==> config.mk <==
export PLATFORM = sky130hd
export DESIGN_NAME = local_mem_burst_splitter
export DESIGN_NICKNAME = d
export VERILOG_FILES = /design/src/rtl/local_mem_cfg_pkg.sv /design/src/rtl/local_mem_burst_len.sv /design/src/rtl/local_mem_burst_splitter.sv
export SDC_FILE = /design/constraint.sdc
export NUM_CORES = 1
export LEC_CHECK = 0
export ABC_AREA = 0
export BUFFER_PORTS_ARGS = -buffer_cell sky130_fd_sc_hd__buf_4
export CAP_MARGIN = 10
export CORE_AREA = 2 2 146 148
export CTS_BUF_LIST = sky130_fd_sc_hd__clkbuf_2 sky130_fd_sc_hd__clkbuf_4 sky130_fd_sc_hd__clkbuf_8
export DETAILED_ROUTE_END_ITERATION = 16
export DIE_AREA = 0 0 148 150
export PLACE_DENSITY = 0.82
export SYNTH_ARGS = -nofsm -noshare
export SYNTH_HDL_FRONTEND = slang
export SYNTH_SLANG_ARGS = --single-unit
export TNS_END_PERCENT = 100
==> constraint.sdc <==
create_clock -name clk -period 4.8 [get_ports clk]
set_input_delay 0.48 -clock clk [delete_from_list [all_inputs] [get_ports clk]]
set_output_delay 0.48 -clock clk [all_outputs]
set_load 0.01 [all_outputs]
==> src/rtl/local_mem_cfg_pkg.sv <==
// Local-memory bus types and limits shared by the burst splitter and its helpers.
package local_mem_cfg_pkg;

   localparam int unsigned LOCAL_MEM_ADDR_WIDTH      = 32;
   localparam int unsigned LOCAL_MEM_DATA_WIDTH      = 64;
   localparam int unsigned LOCAL_MEM_BURST_CNT_WIDTH = 7;
   localparam int unsigned LOCAL_MEM_BYTE_MASK_WIDTH = LOCAL_MEM_DATA_WIDTH / 8;
   localparam int unsigned LOCAL_MEM_MAX_BURST       = 2 ** (LOCAL_MEM_BURST_CNT_WIDTH - 1);

   typedef logic [LOCAL_MEM_ADDR_WIDTH-1:0]      t_local_mem_addr;
   typedef logic [LOCAL_MEM_DATA_WIDTH-1:0]      t_local_mem_data;
   typedef logic [LOCAL_MEM_BURST_CNT_WIDTH-1:0] t_local_mem_burst_cnt;
   typedef logic [LOCAL_MEM_BYTE_MASK_WIDTH-1:0] t_local_mem_byte_mask;

   // Avalon command payload: start address plus beat count.
   typedef struct packed {
      t_local_mem_addr      addr;
      t_local_mem_burst_cnt burstcount;
   } t_local_mem_cmd;

endpackage

==> src/rtl/local_mem_burst_len.sv <==
// Length of the next burst: the remaining lines, clipped so the burst stays
// inside one MAX_BURST-aligned window.
module local_mem_burst_len
   import local_mem_cfg_pkg::*;
#(
   parameter int unsigned MAX_BURST = LOCAL_MEM_MAX_BURST,
   parameter int unsigned LEN_WIDTH = 16
) (
   input  t_local_mem_addr       addr,
   input  logic [LEN_WIDTH-1:0]  remaining,
   output t_local_mem_burst_cnt  burst_len_c
);

   localparam int unsigned CALC_W = 32;

   logic [CALC_W-1:0] room;
   logic [CALC_W-1:0] rem_ext;

   always_comb begin
      room        = CALC_W'(MAX_BURST) - (CALC_W'(addr) & CALC_W'(MAX_BURST - 1));
      rem_ext     = CALC_W'(remaining);
      burst_len_c = (rem_ext < room) ? t_local_mem_burst_cnt'(rem_ext)
                                     : t_local_mem_burst_cnt'(room);
   end

endmodule

==> src/rtl/local_mem_burst_splitter.sv <==
// Splits line-granular read/write requests into boundary-aligned Avalon bursts
// and returns read data with a single register stage.
module local_mem_burst_splitter
   import local_mem_cfg_pkg::*;
#(
   parameter int unsigned MAX_BURST = LOCAL_MEM_MAX_BURST,
   parameter int unsigned LEN_WIDTH = 16
) (
   input  logic                  clk,
   input  logic                  reset_n,

   input  logic                  req_valid,
   input  logic                  req_rw,
   input  t_local_mem_addr       req_addr,
   input  logic [LEN_WIDTH-1:0]  req_len,
   output logic                  req_ready,

   input  logic                  wr_valid,
   input  t_local_mem_data       wr_data,
   input  t_local_mem_byte_mask  wr_byteen,
   output logic                  wr_ready,

   output logic                  rd_valid,
   output t_local_mem_data       rd_data,

   output t_local_mem_addr       avs_address,
   output t_local_mem_burst_cnt  avs_burstcount,
   output logic                  avs_read,
   output logic                  avs_write,
   output t_local_mem_data       avs_writedata,
   output t_local_mem_byte_mask  avs_byteenable,
   input  logic                  avs_waitrequest,
   input  t_local_mem_data       avs_readdata,
   input  logic                  avs_readdatavalid,

   output logic                  busy
);

   localparam int unsigned OUT_WIDTH = LEN_WIDTH + 1;

   localparam logic [1:0] IDLE    = 2'd0;
   localparam logic [1:0] RD_CMD  = 2'd1;
   localparam logic [1:0] WR_BEAT = 2'd2;

   logic [1:0]            state_q, state_d;
   t_local_mem_cmd        cmd_q, cmd_d;
   t_local_mem_addr       addr_d;
   logic [LEN_WIDTH-1:0]  rem_q, rem_d;
   t_local_mem_burst_cnt  beat_q, beat_d;
   t_local_mem_burst_cnt  next_len_c;
   logic [OUT_WIDTH-1:0]  outst_q, outst_d;
   logic                  issue_c;
   logic                  busy_q;
   logic                  rd_valid_q;
   t_local_mem_data       rd_data_q;

   // Burst length is precomputed from the next address/remaining so the
   // registered burstcount is valid on the first command cycle.
   local_mem_burst_len #(
      .MAX_BURST (MAX_BURST),
      .LEN_WIDTH (LEN_WIDTH)
   ) u_burst_len (
      .addr        (addr_d),
      .remaining   (rem_d),
      .burst_len_c (next_len_c)
   );

   assign cmd_d = '{addr: addr_d, burstcount: next_len_c};

   always_comb begin
      state_d = state_q;
      addr_d  = cmd_q.addr;
      rem_d   = rem_q;
      beat_d  = beat_q;
      issue_c = 1'b0;
      case (state_q)
         IDLE: begin
            if (req_valid) begin
               addr_d = req_addr;
               rem_d  = req_len;
               beat_d = '0;
               if (req_len != '0) state_d = req_rw ? WR_BEAT : RD_CMD;
            end
         end
         RD_CMD: begin
            if (!avs_waitrequest) begin
               issue_c = 1'b1;
               addr_d  = cmd_q.addr + t_local_mem_addr'(cmd_q.burstcount);
               rem_d   = rem_q - LEN_WIDTH'(cmd_q.burstcount);
               if (rem_d == '0) state_d = IDLE;
            end
         end
         WR_BEAT: begin
            if (wr_valid && !avs_waitrequest) begin
               if ((beat_q + t_local_mem_burst_cnt'(1)) == cmd_q.burstcount) begin
                  beat_d = '0;
                  addr_d = cmd_q.addr + t_local_mem_addr'(cmd_q.burstcount);
                  rem_d  = rem_q - LEN_WIDTH'(cmd_q.burstcount);
                  if (rem_d == '0) state_d = IDLE;
               end else begin
                  beat_d = beat_q + t_local_mem_burst_cnt'(1);
               end
            end
         end
         default: state_d = IDLE;
      endcase
   end

   // Issue and return may coincide; both adjust the count in one step.
   always_comb begin
      outst_d = outst_q;
      if (issue_c) outst_d = outst_d + OUT_WIDTH'(cmd_q.burstcount);
      if (avs_readdatavalid) outst_d = outst_d - OUT_WIDTH'(1);
   end

   always_ff @(posedge clk or negedge reset_n) begin
      if (!reset_n) begin
         state_q    <= IDLE;
         cmd_q      <= '0;
         rem_q      <= '0;
         beat_q     <= '0;
         outst_q    <= '0;
         busy_q     <= 1'b0;
         rd_valid_q <= 1'b0;
         rd_data_q  <= '0;
      end else begin
         state_q    <= state_d;
         cmd_q      <= cmd_d;
         rem_q      <= rem_d;
         beat_q     <= beat_d;
         outst_q    <= outst_d;
         busy_q     <= (state_d != IDLE) || (outst_d != '0);
         rd_valid_q <= avs_readdatavalid;
         rd_data_q  <= avs_readdata;
      end
   end

   assign req_ready      = (state_q == IDLE);
   assign avs_read       = (state_q == RD_CMD);
   assign avs_write      = (state_q == WR_BEAT) && wr_valid;
   assign wr_ready       = (state_q == WR_BEAT) && !avs_waitrequest;
   assign avs_writedata  = wr_data;
   assign avs_byteenable = wr_byteen;
   assign avs_address    = cmd_q.addr;
   assign avs_burstcount = cmd_q.burstcount;
   assign rd_valid       = rd_valid_q;
   assign rd_data        = rd_data_q;
   assign busy           = busy_q;

endmodule

Word level (Yosys, flattened, before mapping) --
Index checks and enable logic that the tools add are counted.
Word-level totals: register bits after elaboration 147, latch bits 0, RAM bits 0, bits in read-only memories 0, input bits 191, word-level logic and storage cells 65, memories 0
Operators by class: add/subtract/negate cells 6, multiply operators 0, div/mod/pow operators 0, $lt $le $gt $ge 1, eq/ne operators 7, shift operators 0, muxes and demuxes 27, bitwise logic cells 0, reduce and logical (&&, ||, !) cells 14
Operator list (count):
- $mux 32 | 4
- $pmux 32 s3 | 1
- $mux 16 | 4
- $pmux 16 s3 | 1
- $mux 17 | 2
- $add 32x7->32 | 1
- $lt 16x32->1 | 1
- $mux 7 | 4
- $add 17x7->17 | 1
- $reduce_bool 17->1 | 1
- $sub 17x1->17 const B | 1
- $logic_not 16->1 | 1
- $reduce_bool 16->1 | 1
- $sub 16x7->16 | 1
- $mux 2 | 7
- $pmux 7 s2 | 1
- $ne 2x2->1 const B | 4
- $sub 7x6->8 const A | 1
- $add 7x1->7 const B | 1
- $eq 7x7->1 | 1
- $pmux 2 s3 | 1
- $reduce_and 5->1 | 1
- $reduce_bool 2->1 | 2
- $logic_and 1x1->1 | 3
- 8 further kinds | 9

Logic depth before layout (Yosys ltp) --
depth after elaboration 8, mapped depth 20

Cells and area by module --
From an unflattened synthesis, not the netlist that was laid out.
Unflattened totals: cell total of the unflattened synthesis 1055, area total of the unflattened synthesis 9644.2 um^2
By module, submodules not included:
- local_mem_burst_splitter | times used 1, cells an instance 1010, area each 9275.1 um^2, seq. area each 3678.5 um^2
- local_mem_burst_len | times used 1, cells an instance 45, area each 369.1 um^2, seq. area each 0.0 um^2

Worst setup path after synthesis --
Ideal clock, no wire load.
kind register to register, start register beat_q[0], end register cmd_q (netlist bit avs_burstcount[1]), library setup time 0.127 ns, data arrival time 4.240 ns, slack 0.433 ns, cell stages (with the launch flop) 17, clock period less this slack 4.367 ns, cell sequence dfrtp_1 -> ha_1 -> nand3_2 -> or3_4 -> a211oi_4 -> a31oi_1 -> clkbuf_1 -> a222oi_1 -> inv_1 -> nor4b_2 -> xnor2_1 -> ha_1 -> a21o_1 -> a2111oi_0 -> and4b_1 -> buf_6 -> mux2_1
On the way: longest elaborated chain between the ends 8, elaborated cells between the ends (all ways) 11, those cells by class 2 x add/sub; 1 x order compare; 1 x eq/ne; 7 x mux
RTL lines:
- start: declaration | RTL line local_mem_burst_splitter.sv:49 | t_local_mem_burst_cnt beat_q, beat_d;
- start signal: assignment | RTL line local_mem_burst_splitter.sv:130 | beat_q <= beat_d;
- $add 7x1->7 | RTL line local_mem_burst_splitter.sv:95 | if ((beat_q + t_local_mem_burst_cnt'(1)) == cmd_q.burstcount) begin
- $eq 7x7->1 | RTL line local_mem_burst_splitter.sv:95
- $mux 32 | RTL line local_mem_burst_splitter.sv:95
- $mux 32 | RTL line local_mem_burst_splitter.sv:94 | if (wr_valid && !avs_waitrequest) begin
- $pmux 32 s3 | RTL line local_mem_burst_splitter.sv:76 | case (state_q)
- via addr_d[2] | RTL line local_mem_burst_splitter.sv:47 | t_local_mem_addr addr_d;
- $sub 7x6->8 | RTL line local_mem_burst_len.sv:20 | room = CALC_W'(MAX_BURST) - (CALC_W'(addr) & CALC_W'(MAX_BURST - 1));
- $lt 16x32->1 | RTL line local_mem_burst_len.sv:22 | burst_len_c = (rem_ext < room) ? t_local_mem_burst_cnt'(rem_ext)
- $mux 7 | RTL line local_mem_burst_len.sv:22
- via next_len_c[1] | RTL line local_mem_burst_splitter.sv:50 | t_local_mem_burst_cnt next_len_c;
- end signal: assignment | RTL line local_mem_burst_splitter.sv:128 | cmd_q <= cmd_d;
- end: declaration | RTL line local_mem_burst_splitter.sv:46 | t_local_mem_cmd cmd_q, cmd_d;
The timed path passes the listed nets, and every way through them passes these cells. The select of a mux whose other input is x is not followed. A chain may end at the register's enable or synchronous reset.

Worst setup path after layout --
start register beat_q[0], end register cmd_q (netlist bit avs_burstcount[3])
On the way: longest elaborated chain between the ends 8, elaborated cells between the ends (all ways) 11, those cells by class 2 x add/sub; 1 x order compare; 1 x eq/ne; 7 x mux
RTL lines (RTL line):
- $add 7x1->7 (*) | local_mem_burst_splitter.sv:95
- $eq 7x7->1 (*) | local_mem_burst_splitter.sv:95
- $mux 32 (*) | local_mem_burst_splitter.sv:95
- $mux 32 (*) | local_mem_burst_splitter.sv:94
- $pmux 32 s3 (*) | local_mem_burst_splitter.sv:76
- via addr_d[0] | local_mem_burst_splitter.sv:47
- $sub 7x6->8 (*) | local_mem_burst_len.sv:20
- $lt 16x32->1 | local_mem_burst_len.sv:22
- $mux 7 (*) | local_mem_burst_len.sv:22
- via next_len_c[3] | local_mem_burst_splitter.sv:50
The timed path passes the listed nets; every way through them passes the cells marked *. The select of a mux whose other input is x is not followed.

==> results.yml <==
synth:
  synthCells: 887
  synth_ff_type: "dfrtp_1"
  yosys_warnings: 0
  synth_xor_xnor_area_share: 0.0573
  yosys.area_share.simple: 0.164
  synth-seq-area-share: 0.432
  muxShareOfSynthArea: 0.0191
  synth_edf_count: 0
  synth_cell_types: 84
  synth_compound_area_frac: 0.177
  async_reset_ff_frac: 1.00
  synthAdderAreaFrac: 0.0511
  synth_seq_cells: 147
  avgSynthCellArea_um2: 9.60
  synth_top_family_by_area: "compound AO/OA/AOI/OAI gates"
  syn_area_mm2: 0.00852
  syn-num-nets: 1111
setup_path:
  critical_path.max_fanout: 6
  crit_type: "reg2reg"
  crit_arrival_ps: 4970
  crit_required_ps: 5180
  cp-end-kind: "flop"
  start_kind: "flop"
  r2r_setup_slack_ps: 210
cts:
  htreeDepth: 4
  clkTransAtPathRegs_ps: 100
  cts_buffers: 17
  tritoncts: "built"
  post_cts_buffers: 0
  cts_sinks: 147
  clockBufferDepth: 2
  cts_root_buffer: "clkbuf_8"
  clock_latency_ps: 460
place:
  gp_congestion: 0.921
  dp_hpwl_mm: 18.3
  port_buffers: 227
sta:
  setup_viol: 0
  slew_headroom: 0.387
  finalSetupTns_ps: 0
  period_share: 0.955
  hold_slack_ps: 112
  worstMarginPinSlew_ps: 920
  fin_crit_ps: 4590
  clock-skew-final_ps: 18.9
  maxSlewViolCount: 0
  max_freq_mhz: 218
  hold_viol_final: 0
floorplan:
  fp.dieArea_mm2: 0.0222
  pin_count: 372
  die_x_um: 148
  num_rows: 53
  core_area_mm2: 0.0207
  start_util: 0.412
  die_y_um: 150
cells_and_area:
  diodes: 0
  layout_common_cells: "247 x buf_4, 147 x dfrtp_1, 71 x nand2_1"
  drive_above_1_share: 0.280
  fin_util: 0.504
  n_fill_cell: 1910
  syn_to_final_growth_pct: 22.4
  layout_commonest_cell: "buf_4"
  nets: 1270
pwr:
  ir_worst_vdd_mv: 0.255
  p_leak_nw: 4.73
  power_density_mw_per_mm2: 621
route:
  ant_nets: 0
  wire_per_inst_um: 17.9
  drt_iter0_markers: 521
  finalWirelength_mm: 23.8
  vias: 7417
  firstDrtPassIters: 6
  drc: 0
  post_drt_via_cell_ratio: 5.56
min_path:
  worstHoldPathType: "in2reg"
run_status:
  status: "finished, final reports clean"
global_route:
  antenna_found_initial: 0
  grt_pass1_vias: 7450
  grt_pass1_wl_mm: 37.6
  globalRouteOverflowTotal: 0
  grtUsageTotal: 0.214
  grt_max_degree: 71
run:
  maxCapViolations: 0
==> layer usage <==
| layer | track usage | share of wire | up-vias | routed length (um) |
|---|---|---|---|---|
| met5 | 0 | 0 | - | 0 |
| met4 | 0.0605 | 0.019 | 0 | 456 |
| met3 | 0.0686 | 0.094 | 49 | 2240 |
| met2 | 0.360 | 0.49 | 373 | 11700 |
| met1 | 0.265 | 0.40 | 3538 | 9460 |
| li1 | - | - | 3457 | - |
==> logic make-up after synthesis <==
family	after synthesis
mux	16
simple gates	272
buf+inv	149
flops	147
xor+xnor	54
fa+ha+maj	33
compound gates	216
==> flip-flops by register name, summed over array words and instances, names as in the netlist <==
register / flops
outst_q: 17
avs_burstcount: 7
beat_q: 7
avs_address: 32
busy: 1
rem_q: 16
state_q: 2
rd_data: 64
rd_valid: 1
==> timing repair <==
item | 4_1_cts | 5_1_grt
endpoints found under the setup margin | 0 | 7
gates resized for setup | 0 | 3
hold endpoints to repair | 16 | 0
hold buffers | 1 | 0
==> power by group <==
part / leakage (nW) / internal [W] / switching, W / total (W)
Clock: 0.186 / 0.000380 / 0.000549 / 0.000929
Combinational: 2.76 / 0.00153 / 0.00204 / 0.00356
Sequential: 1.78 / 0.00156 / 0.000416 / 0.00198
Total: 4.73 / 0.00347 / 0.00300 / 0.00647
==> critical path: stages, from the launching register on <==
cell       delay (ps)
dfrtp_1           440
ha_2              270
nand3_2           130
or3_4             430
a211oi_4          360
and4b_1           300
nor2_2            100
a21oi_1           350
inv_1             110
ha_1              220
xnor2_1           240
ha_1              280
o21a_1            170
o2111ai_1         200
a311oi_1           70
nor4_1            170
and4b_1           270
buf_4             190
mux2i_1           220
==> Yosys cell counts, drive strengths merged, types with 8 or more instances <==
master	number	share of area
nor4	19	0.014
xor2	17	0.017
mux2i	14	0.016
clkbuf	24	0.011
a22oi	11	0.0097
o21a	8	0.0071
nand3	27	0.016
xnor2	36	0.037
buf	85	0.071
a21o	9	0.0079
and3	10	0.0073
dfrtp	147	0.43
inv	40	0.018
nand4	10	0.0081
a21oi	34	0.020
nor2	54	0.024
ha	30	0.044
nand2	72	0.032
nor3	26	0.015
o311ai	13	0.013
a211oi	11	0.011
o21ai	61	0.036
==> final timing paths <==
kind	start	to	cells after the start
worst max-delay path	beat_q[0]	avs_burstcount[3]	18
worst min-delay path	avs_readdata[57]	rd_data[57]	1
worst max register to register	beat_q[0]	avs_burstcount[3]	18
worst min register to register	beat_q[6]	beat_q[6]	1
max in group asynchronous	reset_n	avs_address[28]	3
min in group asynchronous	reset_n	rd_valid	2
==> per-stage QoR <==
stage               worst slack [ps]  cells  total power (W)  instance area, um2
detailed placement               237   1301          0.00547               10000
global placement                 478   1301          0.00538               10000
floorplan                        433    887          0.00434                8520
finish                           215   1334          0.00647               10400
global route                   -7.28   1334          0.00697               10400
CTS                              198   1334          0.00643               10400
==> cell type report <==
type | count | area [um2] | share of cell area
Sequential cell | 147 | 3680 | 0.353
Clock inverter | 15 | 135 | 0.0130
Clock buffer | 17 | 234 | 0.0224
Multi-Input combinational cell | 591 | 4010 | 0.384
Inverter | 40 | 150 | 0.0144
Timing Repair Buffer | 249 | 1880 | 0.180
Tap cell | 275 | 344 | 0.0330
(Power assumes the default switching activity.)
